<file path="src/rtl/div_pipe_pkg.sv">
// Shared types and constants for the radix-2 iterative divider pipe (EXE_PIPE_DIV).
//   div_op_e      : RV32M divide opcode (low two bits of funct3)
//   ix_div_inf_t  : issue packet from IX  {rd, rs1, rs2, div_control}  (71 bits)
//   div_wb_inf_t  : result packet to WB   {rd, result}                 (37 bits)
//   div_state_e   : divider control FSM states
package div_pipe_pkg;

    localparam int unsigned XLEN          = 32;
    localparam int unsigned DIV_NUM_ITERS = 32;
    localparam int unsigned DIV_CNT_WIDTH = $clog2(DIV_NUM_ITERS);

    localparam logic [XLEN-1:0] DIV_INT_MIN = {1'b1, {(XLEN-1){1'b0}}};

    typedef enum logic [1:0] {
        DIV_OP_DIV  = 2'b00,
        DIV_OP_DIVU = 2'b01,
        DIV_OP_REM  = 2'b10,
        DIV_OP_REMU = 2'b11
    } div_op_e;

    typedef struct packed {
        logic [4:0]      rd;
        logic [XLEN-1:0] rs1;
        logic [XLEN-1:0] rs2;
        div_op_e         div_control;
    } ix_div_inf_t;

    typedef struct packed {
        logic [4:0]      rd;
        logic [XLEN-1:0] result;
    } div_wb_inf_t;

    typedef enum logic [1:0] {
        DIV_STATE_IDLE,
        DIV_STATE_CALC,
        DIV_STATE_FIXUP,
        DIV_STATE_DONE
    } div_state_e;

    function automatic logic div_is_signed(div_op_e op);
        return (op == DIV_OP_DIV) || (op == DIV_OP_REM);
    endfunction

    function automatic logic div_is_rem(div_op_e op);
        return (op == DIV_OP_REM) || (op == DIV_OP_REMU);
    endfunction

endpackage

</file>
<file path="src/rtl/div_pipe_if.sv">
// Issue / writeback bundle of the divider pipe.
//   ix_div_valid_i, ix_div_i : issue from IX (handshake with div_ready_o)
//   flush_i                  : abort any in-flight op
//   div_wb_valid_o, div_wb_o : result held for WB until wb_div_ack_i
// Modports: master = IX/WB side, slave = divider side.
interface div_pipe_if;
    import div_pipe_pkg::*;

    logic        ix_div_valid_i;
    ix_div_inf_t ix_div_i;
    logic        div_ready_o;
    logic        flush_i;
    logic        div_wb_valid_o;
    div_wb_inf_t div_wb_o;
    logic        wb_div_ack_i;

    modport master (
        output ix_div_valid_i, ix_div_i, flush_i, wb_div_ack_i,
        input  div_ready_o, div_wb_valid_o, div_wb_o
    );

    modport slave (
        input  ix_div_valid_i, ix_div_i, flush_i, wb_div_ack_i,
        output div_ready_o, div_wb_valid_o, div_wb_o
    );

endinterface

</file>
<file path="src/rtl/div_sign_fixup.sv">
// Combinational conditional two's-complement negation.
// Used as absolute value on entry (i_negate = operand sign) and as
// result sign correction in FIXUP.
//   i_value  : XLEN-bit input
//   i_negate : 1 -> output -i_value, 0 -> pass through
//   o_value  : XLEN-bit result
module div_sign_fixup
    import div_pipe_pkg::*;
(
    input  logic [XLEN-1:0] i_value,
    input  logic            i_negate,
    output logic [XLEN-1:0] o_value
);

    // -0x80000000 wraps to 0x80000000, which is the correct unsigned magnitude.
    assign o_value = i_negate ? (~i_value + 1'b1) : i_value;

endmodule

</file>
<file path="src/rtl/div_pipe.sv">
// Iterative radix-2 restoring divider for RV32M DIV/DIVU/REM/REMU.
// One op in flight; the result is held on the bus until WB acknowledges it.
//   clk, rst_n : clock, asynchronous active-low reset
//   bus        : div_pipe_if.slave (issue, flush, writeback handshake)
// EARLY_OUT = 1 finishes divide-by-zero and signed overflow in one cycle;
// with EARLY_OUT = 0 the iterative path yields the same values.
module div_pipe
    import div_pipe_pkg::*;
#(
    parameter bit EARLY_OUT = 1'b1
) (
    input  logic       clk,
    input  logic       rst_n,
    div_pipe_if.slave  bus
);

    div_state_e             r_state;
    div_state_e             w_state_next;
    logic [XLEN:0]          r_rem;       // 33 bits to hold the shifted partial remainder
    logic [XLEN-1:0]        r_quot;
    logic [XLEN-1:0]        r_divisor;
    logic [DIV_CNT_WIDTH-1:0] r_cnt;
    logic [4:0]             r_rd;
    logic                   r_is_rem;
    logic                   r_neg_q;
    logic                   r_neg_r;
    div_wb_inf_t            r_wb;

    logic                   w_is_signed;
    logic                   w_rs1_neg;
    logic                   w_rs2_neg;
    logic                   w_div_by_zero;
    logic                   w_overflow;
    logic                   w_special;
    logic                   w_accept;
    logic [XLEN-1:0]        w_special_result;
    logic [XLEN-1:0]        w_abs_rs1;
    logic [XLEN-1:0]        w_abs_rs2;
    logic [XLEN+1:0]        w_trial;
    logic                   w_trial_ok;
    logic [XLEN-1:0]        w_quot_fix;
    logic [XLEN-1:0]        w_rem_fix;

    // Entry decode
    assign w_is_signed   = div_is_signed(bus.ix_div_i.div_control);
    assign w_rs1_neg     = w_is_signed && bus.ix_div_i.rs1[XLEN-1];
    assign w_rs2_neg     = w_is_signed && bus.ix_div_i.rs2[XLEN-1];
    assign w_div_by_zero = (bus.ix_div_i.rs2 == '0);
    assign w_overflow    = w_is_signed && (bus.ix_div_i.rs1 == DIV_INT_MIN)
                           && (bus.ix_div_i.rs2 == '1);
    assign w_special     = EARLY_OUT && (w_div_by_zero || w_overflow);
    assign w_accept      = bus.ix_div_valid_i && (r_state == DIV_STATE_IDLE) && !bus.flush_i;

    assign w_special_result = w_div_by_zero
        ? (div_is_rem(bus.ix_div_i.div_control) ? bus.ix_div_i.rs1 : '1)
        : (div_is_rem(bus.ix_div_i.div_control) ? '0 : DIV_INT_MIN);

    div_sign_fixup u_abs_rs1 (
        .i_value  (bus.ix_div_i.rs1),
        .i_negate (w_rs1_neg),
        .o_value  (w_abs_rs1)
    );

    div_sign_fixup u_abs_rs2 (
        .i_value  (bus.ix_div_i.rs2),
        .i_negate (w_rs2_neg),
        .o_value  (w_abs_rs2)
    );

    div_sign_fixup u_fix_quot (
        .i_value  (r_quot),
        .i_negate (r_neg_q),
        .o_value  (w_quot_fix)
    );

    div_sign_fixup u_fix_rem (
        .i_value  (r_rem[XLEN-1:0]),
        .i_negate (r_neg_r),
        .o_value  (w_rem_fix)
    );

    // Shift {rem, quot} left by one and trial-subtract the divisor; bit XLEN+1 is the sign.
    assign w_trial    = {r_rem, r_quot[XLEN-1]} - {2'b00, r_divisor};
    assign w_trial_ok = !w_trial[XLEN+1];

    always_comb begin
        w_state_next = r_state;
        unique case (r_state)
            DIV_STATE_IDLE: begin
                if (bus.ix_div_valid_i) begin
                    w_state_next = w_special ? DIV_STATE_DONE : DIV_STATE_CALC;
                end
            end
            DIV_STATE_CALC: begin
                if (r_cnt == '0) begin
                    w_state_next = DIV_STATE_FIXUP;
                end
            end
            DIV_STATE_FIXUP: w_state_next = DIV_STATE_DONE;
            DIV_STATE_DONE: begin
                if (bus.wb_div_ack_i) begin
                    w_state_next = DIV_STATE_IDLE;
                end
            end
            default: w_state_next = DIV_STATE_IDLE;
        endcase
        if (bus.flush_i) begin
            w_state_next = DIV_STATE_IDLE;
        end
    end

    always_ff @(posedge clk or negedge rst_n) begin
        if (!rst_n) begin
            r_state <= DIV_STATE_IDLE;
        end else begin
            r_state <= w_state_next;
        end
    end

    always_ff @(posedge clk or negedge rst_n) begin
        if (!rst_n) begin
            r_rem     <= '0;
            r_quot    <= '0;
            r_divisor <= '0;
            r_cnt     <= '0;
            r_rd      <= '0;
            r_is_rem  <= 1'b0;
            r_neg_q   <= 1'b0;
            r_neg_r   <= 1'b0;
            r_wb      <= '0;
        end else if (!bus.flush_i) begin
            unique case (r_state)
                DIV_STATE_IDLE: begin
                    if (w_accept) begin
                        r_rd      <= bus.ix_div_i.rd;
                        r_is_rem  <= div_is_rem(bus.ix_div_i.div_control);
                        r_rem     <= '0;
                        r_quot    <= w_abs_rs1;
                        r_divisor <= w_abs_rs2;
                        r_cnt     <= DIV_CNT_WIDTH'(DIV_NUM_ITERS - 1);
                        // x/0 must keep quotient all-ones regardless of dividend sign.
                        r_neg_q   <= (w_rs1_neg ^ w_rs2_neg) && !w_div_by_zero;
                        r_neg_r   <= w_rs1_neg;
                        if (w_special) begin
                            r_wb <= '{rd: bus.ix_div_i.rd, result: w_special_result};
                        end
                    end
                end
                DIV_STATE_CALC: begin
                    r_rem  <= w_trial_ok ? w_trial[XLEN:0] : {r_rem[XLEN-1:0], r_quot[XLEN-1]};
                    r_quot <= {r_quot[XLEN-2:0], w_trial_ok};
                    r_cnt  <= r_cnt - 1'b1;
                end
                DIV_STATE_FIXUP: begin
                    r_wb <= '{rd: r_rd, result: (r_is_rem ? w_rem_fix : w_quot_fix)};
                end
                DIV_STATE_DONE: ;
                default: ;
            endcase
        end
    end

    assign bus.div_ready_o    = (r_state == DIV_STATE_IDLE);
    assign bus.div_wb_valid_o = (r_state == DIV_STATE_DONE);
    assign bus.div_wb_o       = r_wb;

endmodule

</file>
<file path="src/flat_wrapper.sv">
// flat-port wrapper written by rule: the top's interface ports become plain ports
module div_pipe_flat import div_pipe_pkg::*;
#(
    parameter bit EARLY_OUT = 1'b1
)
  (clk, rst_n, bus_ix_div_valid_i, bus_ix_div_i, bus_flush_i, bus_wb_div_ack_i, bus_div_ready_o, bus_div_wb_valid_o, bus_div_wb_o);
  div_pipe_if bus_i ();
  input  logic clk;
  input  logic rst_n;
  input wire logic [$bits(bus_i.ix_div_valid_i)-1:0] bus_ix_div_valid_i;
  input wire logic [$bits(bus_i.ix_div_i)-1:0] bus_ix_div_i;
  input wire logic [$bits(bus_i.flush_i)-1:0] bus_flush_i;
  input wire logic [$bits(bus_i.wb_div_ack_i)-1:0] bus_wb_div_ack_i;
  output wire logic [$bits(bus_i.div_ready_o)-1:0] bus_div_ready_o;
  output wire logic [$bits(bus_i.div_wb_valid_o)-1:0] bus_div_wb_valid_o;
  output wire logic [$bits(bus_i.div_wb_o)-1:0] bus_div_wb_o;
  assign bus_i.ix_div_valid_i = bus_ix_div_valid_i;
  assign bus_i.ix_div_i = bus_ix_div_i;
  assign bus_i.flush_i = bus_flush_i;
  assign bus_i.wb_div_ack_i = bus_wb_div_ack_i;
  assign bus_div_ready_o = bus_i.div_ready_o;
  assign bus_div_wb_valid_o = bus_i.div_wb_valid_o;
  assign bus_div_wb_o = bus_i.div_wb_o;
  div_pipe #(.EARLY_OUT(EARLY_OUT)) u_core (.clk(clk), .rst_n(rst_n), .bus(bus_i));
endmodule
</file>
<file path="config.mk">
export PLATFORM = sky130hd
export DESIGN_NAME = div_pipe_flat
export DESIGN_NICKNAME = d
export VERILOG_FILES = /design/src/rtl/div_pipe_pkg.sv /design/src/rtl/div_pipe_if.sv /design/src/rtl/div_sign_fixup.sv /design/src/rtl/div_pipe.sv /design/src/flat_wrapper.sv
export SDC_FILE = /design/constraint.sdc
export NUM_CORES = 1
export LEC_CHECK = 0
export CELL_PAD_IN_SITES_DETAIL_PLACEMENT = 1
export CELL_PAD_IN_SITES_GLOBAL_PLACEMENT = 1
export CORE_MARGIN = 1.5
export CORE_UTILIZATION = 40
export DETAILED_ROUTE_END_ITERATION = 8
export GPL_TIMING_DRIVEN = 0
export PLACE_DENSITY_LB_ADDON = 0.1
export SYNTH_ARGS = -nofsm -noshare
export SYNTH_HDL_FRONTEND = slang
export SYNTH_SLANG_ARGS = --single-unit
</file>
<file path="constraint.sdc">
create_clock -name clk -period 2.79 [get_ports clk]
set_input_delay 0.4185 -clock clk [delete_from_list [all_inputs] [get_ports clk]]
set_output_delay 0.4185 -clock clk [all_outputs]
set_load 0.05 [all_outputs]
</file>
==> results of run 1 <==
## metrics by stage
stage                     worst slack, ns  cells  cell area, um^2
after detailed placement            -1.49   1885            13100
after floorplan                   0.00786   1393            11400
after global routing               -0.417   2007            16000
final                              -0.320   2007            16000
after CTS                          -0.241   1977            15200
after global placement              -5.01   1884            13000
## synth_stat cells (20+ instances only)
library cell	instances	area share
clkbuf_1	59	0.019
ha_1	43	0.047
a21oi_1	94	0.041
xnor2_1	90	0.069
xor2_1	55	0.042
dfrtp_1	149	0.33
nand2_1	181	0.060
inv_1	59	0.019
o31ai_1	29	0.019
nor3_1	20	0.0088
mux2i_1	38	0.033
nor2_1	103	0.034
o21ai_0	178	0.078
## cells by family (layout without fill, tap and decap cells)
logic type / count (synthesis) / after routing / synth area share
compound gates: 448 / 448 / 0.245
buf+inv: 132 / 368 / 0.0455
xor+xnor: 146 / 146 / 0.113
fa+ha+maj: 44 / 44 / 0.0490
mux: 43 / 43 / 0.0384
simple gates: 431 / 431 / 0.182
flops: 149 / 149 / 0.328
## state kept, by name, summed over array words and instances (netlist names)
name,cells
u_core.bus.div_wb_o,37
u_core.r_cnt,5
u_core.r_divisor,32
u_core.r_is_rem,1
u_core.r_neg_q,1
u_core.r_neg_r,1
u_core.r_quot,32
u_core.r_rd,5
u_core.r_rem,33
u_core.r_state,2
## worst max path at each step
stage	startpoint	endpoint	slack [ns]	depth (start not counted)
after global placement	rst_n	u_core.r_divisor[31]	-5.01	1
after detailed placement	bus_ix_div_i[9]	u_core.bus.div_wb_o[10]	-1.49	10
after global routing	u_core.r_divisor[0]	u_core.r_rem[32]	-0.42	12
after floorplan	u_core.r_quot[31]	u_core.r_rem[32]	0.008	13
after CTS	u_core.r_quot[31]	u_core.r_rem[32]	-0.24	13
final	u_core.r_divisor[0]	u_core.r_rem[32]	-0.32	12
## routing by layer
| layer | vias to the layer above | wire (um) | track usage |
|---|---|---|---|
| met4 | 0 | 2470 | 0.166 |
| li1 | 5437 | - | - |
| met2 | 459 | 23800 | 0.550 |
| met5 | - | 0 | 0 |
| met1 | 6029 | 19200 | 0.383 |
| met3 | 155 | 2540 | 0.0465 |
## repair_timing
item,4_1_cts,5_1_grt
pin swaps,82,59
gates resized for setup,310,170
buffers inserted,57,32
cloned,7,2
endpoints found under the setup margin,119,101
## final cells by class
cell class	count	area [um^2]
Buffer	69	457
Clock buffer	20	447
Clock inverter	12	176
Fill cell	3169	11800
Inverter	59	224
Multi-Input combinational cell	1112	8400
Sequential cell	149	3750
Tap cell	378	473
Timing Repair Buffer	208	2100
## power by group through the flow
stage	clock, mW	combinational (mW)	sequential (mW)
after floorplan	0	6.93	4.37
after global placement	0	10.1	3.98
after detailed placement	0	10.4	4.03
after CTS	2.55	12.2	4.02
after global routing	2.64	15.1	4.26
final	2.57	14.2	4.16
==> results by group, run 1 <==
Global route
  – Initial antenna violation count: 0
  – Largest net degree at the start of global routing: 79
  – All-layer global routing usage: 0.318
  – GRT overflow: 0
  – Vias in the first global route: between 10,000 and 15,000
  – First-pass GRT wire length: 71.5 mm

Drt
  – Routed Antenna Nets: 0
  – DR vias/cell: around 6
  – Initial DRC count: around 1,000
  – DRT Wirelength: between 40 and 50 mm
  – 1st-pass router iterations: 5
  – Wirelength per Cell: around 24 um
  – Via Count: between 10,000 and 15,000
  – Residual DRC: 0

STA
  – Clock skew: 0.0111 ns
  – Unrepaired setup endpoints after global routing: yes
  – Worst slew pin tran: 0.912 ns
  – Peak Freq: around 320 MHz
  – Tcrit/Tclk final: 1.11
  – Final setup viols: 47
  – Hold slack: -0.0263 ns
  – Tmin final: approximately 3.1 ns
  – Max Slew Vio Count: 0
  – Setup TNS: -9.08 ns
  – Slew margin rel.: 0.392
  – Final WS setup: -0.320 ns
  – Hold Fails Final Rpt: 8

Setup path
  – Critical Path RT: 3.11 ns
  – R2R setup slack: -0.32 ns
  – Most common cell on crit path: o31a_1
  – CP max stage cell: dfrtp_1
  – Reg-to-reg endpoint: u_core.r_rem[32]
  – Capturing element type of the critical path: flop
  – R2R depth: 12
  – WP buf/inv: 1
  – WP data arrival: 3.43 ns
  – CP top delay family: compound AO/OA/AOI/OAI gates
  – CP cell instances: ha_4 > inv_4 > fa_2 > a211oi_2 > o21a_1 > o31a_1 > a31oi_2 > o22ai_2 > o31a_1 > nand4bb_1 > nand4_1 > or3b_1
  – Critical Path Start Type: flop
  – Maximum fanout along the worst path: 3
  – R2r startpoint: u_core.r_divisor[0]
  – Slowest stage delay, CP: 0.46 ns
  – Critical path type: flop to flop

Synthesis
  – Warning count from the yosys run: 0
  – Synthesized area per cell: 8.17 um^2
  – Sequential-to-total area share from yosys stat: 0.328
  – Netlist cell types: 78
  – Post-Syn Instances: 1,393
  – Mapped Nets: about 1,500
  – Number of synthesized flops with an enable pin: 0
  – Mapped cell area: 11,400 um^2
  – Async SR Flop Fraction: 1.00
  – Synthesis-stage register bit count: 149
  – Post-synth top flop: dfrtp_1

Clock network
  – Clock Tree Buf Depth: 2
  – H-tree level count: 4
  – Clk_lat worst skew: ~0.45 ns
  – CTS tree: yes
  – Clock slew at reported path FFs: about 0.07 ns
  – CTS Root Cell: clkbuf_16
  – CTS buffer count: 17
  – # hold bufs at CTS: 0
  – Sink Count: 149

Die
  – Area of the die: 29,500 um^2
  – Starting Density: 0.409
  – Die Wd: 172 um
  – Top-level I/O count: 115
  – Die H: 172 um
  – Rows: 61
  – Core area: around 28,000 um^2

Place
  – DP Wirelength: 31.9 mm
  – Port Buffer Count: 113
  – Placer Congestion: 0.918

Layout
  – Final core occ: 0.575
  – Commonest non-fill, non-tap cell in the layout: nand2_1
  – Antenna Cells: 0
  – Fraction of layout cells with a size suffix above 1: 0.248
  – Final #Nets: 1,736
  – Commonest non-fill, non-tap cells in the layout: nand2_1 (157), dfrtp_1 (132), o21ai_0 (109)
  – Area growth, synth to finish: 40.8%

Job
  – Max-Cap Viols: 0

Power and ir drop
  – Sw frac: 0.497
  – Internal Pwr Total: 10.5 mW
  – Leakage: 6.44 nW
  – Logic pwr share: 0.678
  – Worst vdd ir: approximately 0.00064 V
  – Sequential Power Share: 0.199
  – Final Power: 20.9 mW
  – Clock Power Share: 0.123
  – Pwr/cell area: about 1300 nW/um^2
  – P_sw: 10.4 mW

Outcome
  – Status: finished with violations
  – Failing checks: hold timing, setup timing

Min path
  – Worst hold-check path type: input pin to async pin
(Power assumes the default switching activity.)
==> run 2, diff against run 1 <==
- CORE_UTILIZATION: 40 -> 44
- clock period: 2.79 -> 3.3 ns (I/O delays scaled with it)
==> results by group, run 2 (same netlist as run 1, synthesis figures left out) <==
Global route
  – GRT overflow: 0
  – First-pass GRT wire length: 64.4 mm
  – Initial antenna violation count: 1
  – All-layer global routing usage: 0.311
  – Largest net degree at the start of global routing: 81
  – Vias in the first global route: 11,612

Drt
  – DR top layer: met5
  – Routed wl met3: 1.48 mm
  – Wirelength per Cell: about 22 um
  – DR vias/cell: 5.96
  – Met1 WL: 17.9 mm
  – Via Count: 11,213
  – Residual DRC: 0
  – DRT Wirelength: 41.2 mm
  – Routed Antenna Nets: 0
  – DR WL met2: 20.5 mm
  – 1st-pass router iterations: 5
  – Initial DRC count: ~660

Layout
  – Commonest non-fill, non-tap cell in the layout: nand2_1
  – Final core occ: 0.555
  – Area growth, synth to finish: 23.1%
  – Fraction of layout cells with a size suffix above 1: 0.0935
  – Final #Nets: 1,657
  – Antenna Cells: 0
  – Fin cells: 1,880
  – Number of flip-flops in the largest register: 37
  – Commonest non-fill, non-tap cells in the layout: nand2_1 (181), o21ai_0 (175), dfrtp_1 (146)

STA
  – Tcrit/Tclk final: 0.994
  – Peak Freq: 305 MHz
  – Max Slew Vio Count: 0
  – Final setup viols: 0
  – Clock skew: 0.0136 ns
  – Hold Fails Final Rpt: 0
  – Slew margin rel.: 0.415
  – Worst slew pin tran: 0.878 ns
  – Tmin final: 3.28 ns

Setup path
  – Critical Path RT: between 3 and 4 ns
  – CP top delay family: compound AO/OA/AOI/OAI gates
  – Reg-to-reg endpoint: u_core.r_rem[24]
  – WP buf/inv: 3
  – R2R setup slack: 0.02 ns
  – Maximum fanout along the worst path: 10
  – Critical path type: flop to flop
  – CP cell instances: inv_1 > ha_2 > a211oi_2 > nor2_2 > o41ai_2 > nand3_2 > a31o_4 > a31oi_4 > xnor2_2 > buf_6 > buf_6 > mux2i_1 > o21ai_0
  – Most common cell on crit path: buf_6
  – Slowest stage delay, CP: 0.49 ns
  – Critical Path Start Type: flop
  – WP data arrival: roughly 3.6 ns
  – Capturing element type of the critical path: flop
  – R2r startpoint: u_core.r_divisor[6]
  – R2R depth: 13
  – CP max stage cell: o41ai_2

Place
  – Port Buffer Count: 113
  – Placer Congestion: about 0.94
  – DP Wirelength: 31.3 mm
  – Placed cells: 1,837

Die
  – Starting Density: 0.451
  – Area of the die: 26,800 um^2
  – Die H: roughly 160 um
  – Die Wd: ~160 um
  – Core area: 25,300 um^2
  – Top-level I/O count: 115
  – Rows: 58

Min path
  – Worst hold-check path type: input pin to async pin

Clock network
  – Clock Tree Buf Depth: 2
  – H-tree level count: 4
  – Clock slew at reported path FFs: 0.07 ns
  – CTS tree: yes
  – CTS Root Cell: clkbuf_16
  – # hold bufs at CTS: 0
  – CTS buffer count: 17
  – Sink Count: 149
  – Clk_lat worst skew: 0.43 ns

Power and ir drop
  – Leakage: between 5 and 6 nW
  – Pwr/cell area: around 1100 nW/um^2
  – Worst vdd ir: roughly 0.00049 V

Job
  – Max-Cap Viols: 0

Outcome
  – Status: complete, no violations
[run 2: cell types whose count changed in the layout (fill, tap and decap cells not counted), moves of 14 or more]
| cell | change |
|---|---|
| clkdlybuf4s50_1 | +33 |
| nand2_1 | +24 |
| nand2_2 | -15 |
| dfrtp_2 | -14 |
| buf_6 | -16 |
| dlymetal6s2s_1 | -14 |
| o21ai_2 | -25 |
| ha_1 | +15 |
| o21ai_0 | +66 |
| clkbuf_2 | -14 |
| dfrtp_1 | +14 |
| buf_4 | -48 |
| o21ai_1 | -41 |
[run 2: layout make-up]
| class | count | area, um^2 |
|---|---|---|
| fillers | 3087 | 11200 |
| multi-input cells | 1112 | 7420 |
| flip-flops and latches | 149 | 3730 |
| repair buffers | 128 | 1270 |
| clock buffers | 20 | 437 |
| well taps | 330 | 413 |
| plain buffers | 70 | 319 |
| inverters | 59 | 221 |
| clock inverters | 12 | 201 |
[run 2: how the worst max path moves through the flow]
stage	to	from	cells past startpoint	slack, ns
after floorplan	u_core.r_rem[2]	u_core.r_rem[13]	12	0.42
after global placement	u_core.r_rem[32]	rst_n	1	-4.52
after detailed placement	u_core.bus.div_wb_o[15]	bus_ix_div_i[2]	11	-1.10
after CTS	u_core.bus.div_wb_o[0]	bus_ix_div_i[22]	10	-0.01
after global routing	u_core.r_rem[12]	u_core.r_divisor[6]	13	-0.06
final	u_core.r_rem[24]	u_core.r_divisor[6]	13	0.02
[run 2: routing by layer]
metal | vias to the layer above | track usage
li1 | 5281 | -
met1 | 5569 | 0.387
met2 | 279 | 0.558
met3 | 82 | 0.0331
met4 | 2 | 0.107
met5 | - | 0
[run 2: repair_timing]
action	CTS	global route
resized for setup	43	34
endpoints found under the setup margin	91	80
pin swaps	7	9
setup buffers	7	7
[run 2: report_power, final]
| group | switching [mW] | internal [mW] |
|---|---|---|
| combinational | 5.69 | 3.60 |
| sequential | 0.867 | 2.56 |
| clock | 0.831 | 1.35 |
[run 2: stage by stage]
step                      instance area (um^2)  hold WS [ns]  total power [mW]  setup slack, ns  setup TNS (ns)
final                                    14000        0.0470              14.9           0.0212               0
after global routing                     14000         0.104              15.9          -0.0642          -0.687
after global placement                   12900         0.462              11.8            -4.52         -718.76
after detailed placement                 13000         0.469              12.1            -1.10          -50.63
after CTS                                13800        0.0906              14.5          -0.0126         -0.0126
after floorplan                          11400         0.199              9.48            0.417               0
==> run 3, diff against run 2 <==
- ABC_CLOCK_PERIOD_IN_PS: not set -> 3300
- CORE_UTILIZATION: 44 -> 35
==> results by group, run 3 (same netlist as run 1, synthesis figures left out) <==
Outcome
  – Status: finished with violations
  – Failing checks: hold timing

Global route
  – Met2 GRT Util: 0.449
  – GRT overflow: 0
  – Met1 usage: 0.335
  – Largest net degree at the start of global routing: between 80 and 90
  – First-pass GRT wire length: between 60 and 70 mm
  – GR Util met3: 0.0336
  – Busiest grt layer: met2
  – All-layer global routing usage: 0.258
  – Initial antenna violation count: 1
  – Vias in the first global route: 11,409

Drt
  – DRT Wirelength: ~42 mm
  – Wirelength per Cell: 21.3 um
  – Residual DRC: 0
  – Initial DRC count: 638
  – Routed Antenna Nets: 0
  – Via Count: 10,906
  – DR vias/cell: 5.48
  – 1st-pass router iterations: 4

Clock network
  – Clk_lat worst skew: 0.45 ns
  – H-tree level count: 4
  – Clock Tree Buf Depth: 2
  – CTS buffer count: 17
  – Clock slew at reported path FFs: about 0.07 ns
  – Sink Count: 149
  – CTS tree: yes
  – CTS Root Cell: clkbuf_16

Place
  – Post-place instance area: about 13,000 um^2
  – Placer Congestion: 0.884
  – DP Wirelength: 32.6 mm
  – Port Buffer Count: 113

Setup path
  – WP data arrival: 3.61 ns
  – Critical Path RT: 3.63 ns
  – Maximum fanout along the worst path: 10
  – Critical Path Start Type: input pin
  – Capturing element type of the critical path: flop
  – Critical path type: input pin to flop

STA
  – Worst slew pin tran: 0.904 ns
  – Peak Freq: 305 MHz
  – Tmin final: 3.28 ns
  – Final setup viols: 0
  – Hold slack: -0.0295 ns
  – Hold Fails Final Rpt: 9
  – Clock skew: 0.0101 ns
  – Max Slew Vio Count: 0
  – Slew margin rel.: 0.397
  – Tcrit/Tclk final: 0.995
  – Unrepaired setup endpoints after global routing: yes

Power and ir drop
  – Leakage: 5.69 nW
  – Pwr/cell area: roughly 1000 nW/um^2
  – Worst vdd ir: 0.000456 V
  – Final Power: 14.9 mW

Die
  – Starting Density: 0.358
  – Area of the die: 33,600 um^2
  – Die H: 183 um
  – Rows: 65
  – Top-level I/O count: 115
  – Die Wd: 183 um
  – Core area: 31,800 um^2

Job
  – Max-Cap Viols: 0

Layout
  – Commonest non-fill, non-tap cell in the layout: nand2_1
  – Final #Nets: roughly 1,700
  – Commonest non-fill, non-tap cells in the layout: nand2_1 (181), o21ai_0 (177), dfrtp_1 (146)
  – Fill count: 3,748
  – Fraction of layout cells with a size suffix above 1: 0.0959
  – Antenna Cells: 0
  – Number of flip-flops in the largest register: 37
  – Area occupied by multi-input gates: 7420 um^2
  – Fin area: 14,200 um^2
  – Area growth, synth to finish: 25.1%
  – Reg area: 3730 um^2

Min path
  – Worst hold-check path type: input pin to async pin
run 3: changes by cell type in the layout (fill, tap and decap cells not counted), sizes merged, moves of 2 or more:
cell,before,now
clkdlybuf4s50,108,106
clkbuf,76,80
dlymetal6s2s,0,3
buf,30,34
inv,61,59
run 3: cell type report:
cell class | instances | area share
clock buffer | 24 | 0.0352
inverter | 59 | 0.0157
buffer | 70 | 0.0233
sequential | 149 | 0.262
timing repair buffer | 132 | 0.0926
clock inverter | 8 | 0.0118
tap | 435 | 0.0382
multi-input combinational | 1112 | 0.521
run 3: worst max-delay path, stage by stage:
cell	delay (ns)
clkdlybuf4s50_1	0.65
nand4_1	0.16
or4_4	0.57
nor4_4	0.48
and4b_2	0.37
nor2_1	0.10
o32a_1	0.23
buf_6	0.19
buf_4	0.20
nand2_1	0.10
o31ai_2	0.06
run 3: worst paths after layout:
| path | from | to | slack, ns | cells after the start |
|---|---|---|---|---|
| max | bus_ix_div_i[28] | u_core.bus.div_wb_o[22] | 0.02 | 11 |
| min | rst_n | u_core.bus.div_wb_o[7] | -0.03 | 1 |
| max reg2reg | u_core.r_rem[11] | u_core.r_rem[19] | 0.13 | 13 |
| min reg2reg | u_core.r_divisor[2] | u_core.r_divisor[2] | 0.48 | 2 |
| max in group asynchronous | rst_n | u_core.r_rem[19] | 2.49 | 2 |
| min in group clk | u_core.r_divisor[2] | u_core.r_divisor[2] | 0.48 | 2 |
run 3: timing repair:
action | CTS | global route
buffers inserted | 7 | 11
resized for setup | 50 | 33
hold buffers | 0 | 0
pin swaps | 8 | 13
endpoints found under the setup margin | 98 | 91
run 3: per-layer routing:
layer | vias to the layer above | wire [um]
met5 | - | 0
met4 | 0 | 884
met3 | 49 | 1130
met2 | 201 | 20900
met1 | 5367 | 19600
li1 | 5289 | -
run 3: power breakdown:
group	internal [mW]	switching, mW
registers	2.56	0.863
clock network	1.44	0.829
logic	3.64	5.60
run 3: stage by stage:
| step | utilization | TNS [ns] | setup slack (ns) | hold slack, ns | std cells |
|---|---|---|---|---|---|
| global route | 0.448 | -0.0861 | -0.0328 | 0.0496 | 1989 |
| floorplan | - | 0 | 0.417 | 0.199 | 1393 |
| CTS | 0.441 | 0 | 0.0256 | 0.0373 | 1978 |
| detailed placement | 0.412 | -59.37 | -1.11 | 0.472 | 1942 |
| finish | 0.448 | 0 | 0.0180 | -0.0295 | 1989 |
| global placement | 0.411 | -760.14 | -4.75 | 0.464 | 1941 |
